--- src/rtl/series_slice_ctrl_pkg.sv ---
// Shared types and constants for the series slice sequencer.
package series_slice_ctrl_pkg;

    // Sequencer states
    typedef enum logic [1:0] {
        S_IDLE,
        S_ISSUE,
        S_WAIT,
        S_DONE
    } state_t;

    // Default operand/sum width (Q1.31)
    localparam int DATA_W_DEF = 32;

    // Q1.31 reference constants
    localparam logic [31:0] ONE      = 32'h7FFF_FFFF;
    localparam logic [31:0] NEG_HALF = 32'hC000_0000;

endpackage

--- src/rtl/series_slice_ctrl.sv ---
// Iterative sequencer that runs one external datapath slice TERMS times per
// operand, owning the x/num/sum/overflow feedback registers between passes.
module series_slice_ctrl
    import series_slice_ctrl_pkg::*;
#(
    parameter int DATA_W     = DATA_W_DEF,
    parameter int TERMS      = 4,
    parameter int ADDR_W     = 2,
    parameter int SLICE_LAT  = 0,
    parameter int EARLY_EXIT = 1
) (
    input  logic              clk,
    input  logic              rst,
    input  logic              in_valid,
    output logic              in_ready,
    input  logic [DATA_W-1:0] in_x,
    output logic              out_valid,
    input  logic              out_ready,
    output logic [DATA_W-1:0] out_sum,
    output logic              out_overflow,
    output logic [DATA_W-1:0] slc_x,
    output logic [DATA_W-1:0] slc_num,
    output logic [DATA_W-1:0] slc_sum,
    output logic [ADDR_W-1:0] slc_addr,
    output logic              slc_sel_sum,
    output logic              slc_overflow,
    input  logic [DATA_W-1:0] slc_out_x,
    input  logic [DATA_W-1:0] slc_out_num,
    input  logic [DATA_W-1:0] slc_out_sum,
    input  logic              slc_out_overflow
);

    localparam int WAIT_INIT = (SLICE_LAT > 0) ? SLICE_LAT - 1 : 0;
    localparam int WCNT_W    = (WAIT_INIT > 0) ? $clog2(WAIT_INIT + 1) : 1;

    state_t              state;
    logic [DATA_W-1:0]   x_reg;
    logic [DATA_W-1:0]   num_reg;
    logic [DATA_W-1:0]   sum_reg;
    logic                ovf_reg;
    logic [ADDR_W-1:0]   term;
    logic [WCNT_W-1:0]   wcnt;

    logic                capture;
    logic                new_ovf;
    logic                last_term;
    logic                finish;

    // Slice inputs come straight from the feedback registers
    assign slc_x        = x_reg;
    assign slc_num      = num_reg;
    assign slc_sum      = sum_reg;
    assign slc_addr     = term;
    assign slc_overflow = ovf_reg;
    assign slc_sel_sum  = ((state == S_ISSUE) || (state == S_WAIT)) && (term == '0);

    // Decide when the slice result is captured and whether the operand is finished
    always_comb begin
        capture   = 1'b0;
        if (state == S_ISSUE && SLICE_LAT == 0)
            capture = 1'b1;
        if (state == S_WAIT && wcnt == '0)
            capture = 1'b1;
        new_ovf   = ovf_reg | slc_out_overflow;
        last_term = (term == ADDR_W'(TERMS - 1));
        finish    = last_term || ((EARLY_EXIT != 0) && new_ovf);
    end

    // Sequencer FSM with registered handshake and result outputs
    always_ff @(posedge clk) begin
        if (rst) begin
            state        <= S_IDLE;
            in_ready     <= 1'b1;
            out_valid    <= 1'b0;
            out_sum      <= '0;
            out_overflow <= 1'b0;
            x_reg        <= '0;
            num_reg      <= '0;
            sum_reg      <= '0;
            ovf_reg      <= 1'b0;
            term         <= '0;
            wcnt         <= '0;
        end else begin
            case (state)
                S_IDLE: begin
                    if (in_valid) begin
                        x_reg    <= in_x;
                        num_reg  <= in_x;
                        sum_reg  <= '0;
                        ovf_reg  <= 1'b0;
                        term     <= '0;
                        in_ready <= 1'b0;
                        state    <= S_ISSUE;
                    end
                end
                S_ISSUE: begin
                    if (SLICE_LAT != 0) begin
                        wcnt  <= WCNT_W'(WAIT_INIT);
                        state <= S_WAIT;
                    end
                end
                S_WAIT: begin
                    if (wcnt != '0)
                        wcnt <= wcnt - 1'b1;
                end
                S_DONE: begin
                    // Result registers load on the first DONE cycle, so out_valid
                    // rises one clock after the final capture.
                    if (!out_valid) begin
                        out_valid    <= 1'b1;
                        out_sum      <= sum_reg;
                        out_overflow <= ovf_reg;
                    end else if (out_ready) begin
                        out_valid <= 1'b0;
                        in_ready  <= 1'b1;
                        state     <= S_IDLE;
                    end
                end
                default: state <= S_IDLE;
            endcase

            if (capture) begin
                x_reg   <= slc_out_x;
                num_reg <= slc_out_num;
                sum_reg <= slc_out_sum;
                ovf_reg <= new_ovf;
                if (finish) begin
                    state <= S_DONE;
                end else begin
                    term  <= term + 1'b1;
                    state <= S_ISSUE;
                end
            end
        end
    end

endmodule

--- config.mk ---
export PLATFORM = sky130hd
export DESIGN_NAME = series_slice_ctrl
export DESIGN_NICKNAME = d
export VERILOG_FILES = /design/src/rtl/series_slice_ctrl_pkg.sv /design/src/rtl/series_slice_ctrl.sv
export SDC_FILE = /design/constraint.sdc
export NUM_CORES = 1
export LEC_CHECK = 0
export BUFFER_PORTS_ARGS = -buffer_cell sky130_fd_sc_hd__buf_2
export CAP_MARGIN = 5
export CORE_MARGIN = 2
export CORE_UTILIZATION = 34
export DETAILED_ROUTE_END_ITERATION = 6
export PLACE_DENSITY = 0.7
export SETUP_SLACK_MARGIN = 0.2
export SLEW_MARGIN = 20
export SYNTH_ARGS = -nofsm -noshare
export SYNTH_HDL_FRONTEND = slang
export SYNTH_SLANG_ARGS = --single-unit
--- constraint.sdc ---
create_clock -name clk -period 3 [get_ports clk]
set_input_delay 0.6 -clock clk [delete_from_list [all_inputs] [get_ports clk]]
set_output_delay 0.6 -clock clk [all_outputs]
set_load 0.01 [all_outputs]
==> key figures <==
Die
  • Row count: between 40 and 50
  • IO Count: roughly 270
  • Starting Density: 0.347
  • Die area: approximately 0.017 mm^2
  • Core Box Area: between 0.015 and 0.02 mm^2
  • Die X: roughly 130 um
  • Die Y: 129 um

CTS
  • Post-CTS setup buffer count: 0
  • Root Buffer: clkbuf_16
  • Clock Path Buffers: 2
  • Hold_buf cts: 0
  • CTS clk-pin slew, worst paths: approximately 0.06 ns
  • Worst skew pair latency: between 0.4 and 0.5 ns
  • H-tree depth: 4
  • Clk sink count: roughly 140
  • TritonCTS clock tree: built
  • CTS buffer count: 17
  • # resized after CTS: 0

Place
  • DP Area: approximately 0.0067 mm^2
  • Placer's final routability congestion estimate: roughly 0.84
  • HPWL after DPL: approximately 11 mm
  • Setup Slack @ Placement: between 0.7 and 0.8 ns
  • Port bufs: ~270

Logic synthesis
  • Async S/R FF share, synth: 0
  • Post-Syn Nets: 760
  • Mean Syn Cell Area: between 8 and 9 um^2
  • Sequential share of the synthesized area: 0.516
  • Unique masters post-synth: 24
  • Area fraction in compound gates after synthesis: 0.180
  • Synth Instances: between 600 and 700
  • Post-Synth Adder-Cell Area: 0.0119
  • Xor and xnor area share after synthesis: 0
  • Ys Warns: 0
  • Post-synth design cell area: around 0.0053 mm^2
  • Number of synthesized flops with an enable pin: 0
  • Seq cells post-synth: between 100 and 150
  • Mux share of post-synthesis cell area: 0.00213
  • Synth Area in Simple Gates: 0.237
  • Largest family of logic cells by synthesized area: simple AND/OR/NAND/NOR gates
  • Primary FF master, synth: dfxtp_1

Global route
  • Total grt overflow: 0
  • GR Util All Layers: 0.192
  • Vias in the first global route: ~4800
  • First-pass GRT wire length: around 25 mm
  • Initial antenna violation count: 1
  • Largest net degree at the start of global routing: between 70 and 80

Timing
  • Final setup fails: 0
  • Final Skew: a little over 0.006 ns
  • Fin crit share: 0.752
  • Worst-margin pin slew: between 0.8 and 0.9 ns
  • Fmax achieved: 443 MHz
  • Setup ws final: approximately 0.74 ns
  • Max-slew violation count: 0
  • Fin Setup TNS: 0 ns
  • Min cycle time layout: between 2 and 2.5 ns
  • Unrepaired setup endpoints after global routing: false
  • Slew margin rel.: 0.456
  • Hold Fails Final Rpt: 0

Finish
  • Commonest non-fill, non-tap cells in the layout: 266 x buf_2, 136 x dfxtp_1, 101 x nor2_1
  • Final core utilization: 0.478
  • Total Nets Final: 1000
  • Fraction of layout cells with a size suffix above 1: 0.356
  • # fillers: 1512
  • Multi-input logic area: 0.00230 mm^2
  • Layout Area Growth over Synthesis: 37.6%
  • Most common library cell in the layout ignoring fill and taps: buf_2
  • Seq. cell area: ~0.0027 mm^2
  • Finished layout cell area: about 0.0073 mm^2

Flow run
  • Max-cap viol count: 0

Setup path
  • Crit path arrival time: about 2.5 ns
  • CP Capture Type: flop
  • Data required, critical path: 3.26 ns
  • Crit path max-delay family: simple AND/OR/NAND/NOR gates
  • WP buf/inv: 2
  • Largest stage delay, worst path: around 0.48 ns
  • Critical path type: flop to flop
  • Crit start category: flop
  • Crit path max fanout: 34
  • CP Cell Sequence: inv_1 > ha_4 > nor2_1 > or2_4 > buf_4 > a211oi_1 > nor3_1
  • Slowest-stage cell, CP: ha_4

Route
  • DRC: 0
  • 1st-pass router iterations: 6
  • Post-DRT Antenna Nets: 0
  • Post-DR vias/cell: roughly 5
  • Via count: 5237
  • Post-Route WL: ~16 mm
  • Starting DRT DRC Count: approximately 280
  • Wirelength per Cell: around 15 um

Worst hold path
  • Worst hold path class: primary input to flop

Pwr
  • Internal power component: 4.96 mW
  • Sequential Power Share: 0.320
  • Logic gate share of total power: 0.438
  • P_sw: roughly 3.3 mW
  • Pleak: ~3.4 nW
  • Max VDD drop: approximately 0.61 mV
  • Sw Share: 0.403
  • Clock power frac: 0.241
  • Power Density: between 1000 and 1500 mW/mm^2

Status
  • Status: finished clean
==> final timing paths <==
kind / from / end / slack [ns] / depth (start not counted)
hold reg to reg: out_sum[4] / out_sum[4] / 0.45 / 2
setup reg to reg: state[0] / slc_num[13] / 0.74 / 7
hold / removal: slc_out_sum[23] / slc_sum[23] / 0.42 / 3
setup / recovery: state[0] / slc_num[13] / 0.74 / 7
==> per-layer routing <==
| layer | vias to the layer above | routed length, um | GRT usage | part of all wire |
|---|---|---|---|---|
| li1 | 2662 | - | - | - |
| met3 | 37 | 962 | 0.0565 | 0.060 |
| met1 | 2361 | 7040 | 0.237 | 0.44 |
| met5 | - | 0 | 0 | 0 |
| met2 | 177 | 7610 | 0.308 | 0.47 |
| met4 | 0 | 497 | 0.0965 | 0.031 |
==> stage by stage <==
stage / total power [mW] / std cells / hold WS, ns
finish: 8.30 / 1063 / 0.416
global route: 8.92 / 1062 / 0.416
CTS: 8.37 / 1062 / 0.394
detailed placement: 6.34 / 1031 / 0.445
global placement: 6.28 / 1031 / 0.438
floorplan: 5.23 / 622 / 0.481
==> worst register-to-register path: cells and delay by family, from the launching register on <==
family	cells	cell delay, ns
AO/OA/AOI/OAI	1	0.27
flip-flops	1	0.35
adder cells (fa/ha/maj)	1	0.48
AND/OR/NAND/NOR	3	0.61
buffers and inverters	2	0.41
==> power by group through the flow <==
stage                     Combinational, mW  Clock, mW  Sequential, mW
final                                  3.64       2.00            2.66
after global placement                 3.60          0            2.68
after CTS                              3.66       2.05            2.66
after detailed placement               3.65          0            2.70
after floorplan                        2.31          0            2.93
after global routing                   4.06       2.12            2.74
==> cell families after synthesis <==
group	Yosys count
adder cells (fa/ha/maj)	5
buffers and inverters	59
multiplexers	1
flip-flops	136
AO/OA/AOI/OAI	140
AND/OR/NAND/NOR	281
==> Yosys cell counts, types with 2 or more instances <==
| cell | instances | area [um^2] |
|---|---|---|
| a211oi_1 | 65 | 488 |
| a21oi_1 | 38 | 190 |
| a22oi_1 | 32 | 240 |
| buf_2 | 24 | 120 |
| buf_6 | 4 | 45.0 |
| clkbuf_1 | 27 | 101 |
| dfxtp_1 | 136 | 2720 |
| ha_1 | 5 | 62.6 |
| inv_1 | 4 | 15.0 |
| nand2_1 | 69 | 259 |
| nand2b_1 | 2 | 12.5 |
| nand3_1 | 5 | 25.0 |
| nor2_1 | 101 | 379 |
| nor2b_1 | 35 | 219 |
| nor3_1 | 65 | 325 |
| o21ai_0 | 2 | 10.0 |
==> flip-flops by register name, summed over array words and instances, names as in the netlist <==
name	flops
slc_overflow	1
slc_num	32
slc_addr	2
out_overflow	1
out_sum	32
out_valid	1
in_ready	1
slc_x	32
slc_sum	32
state	2
==> cell type report <==
type,count,share of cell area
antenna,1,0.000345
clock buffer,25,0.0696
clock inverter,6,0.00879
inverter,4,0.00207
multi-input combinational,427,0.316
sequential,136,0.375
tap,188,0.0324
timing repair buffer,276,0.195
Power figures use the tool's default switching activity.
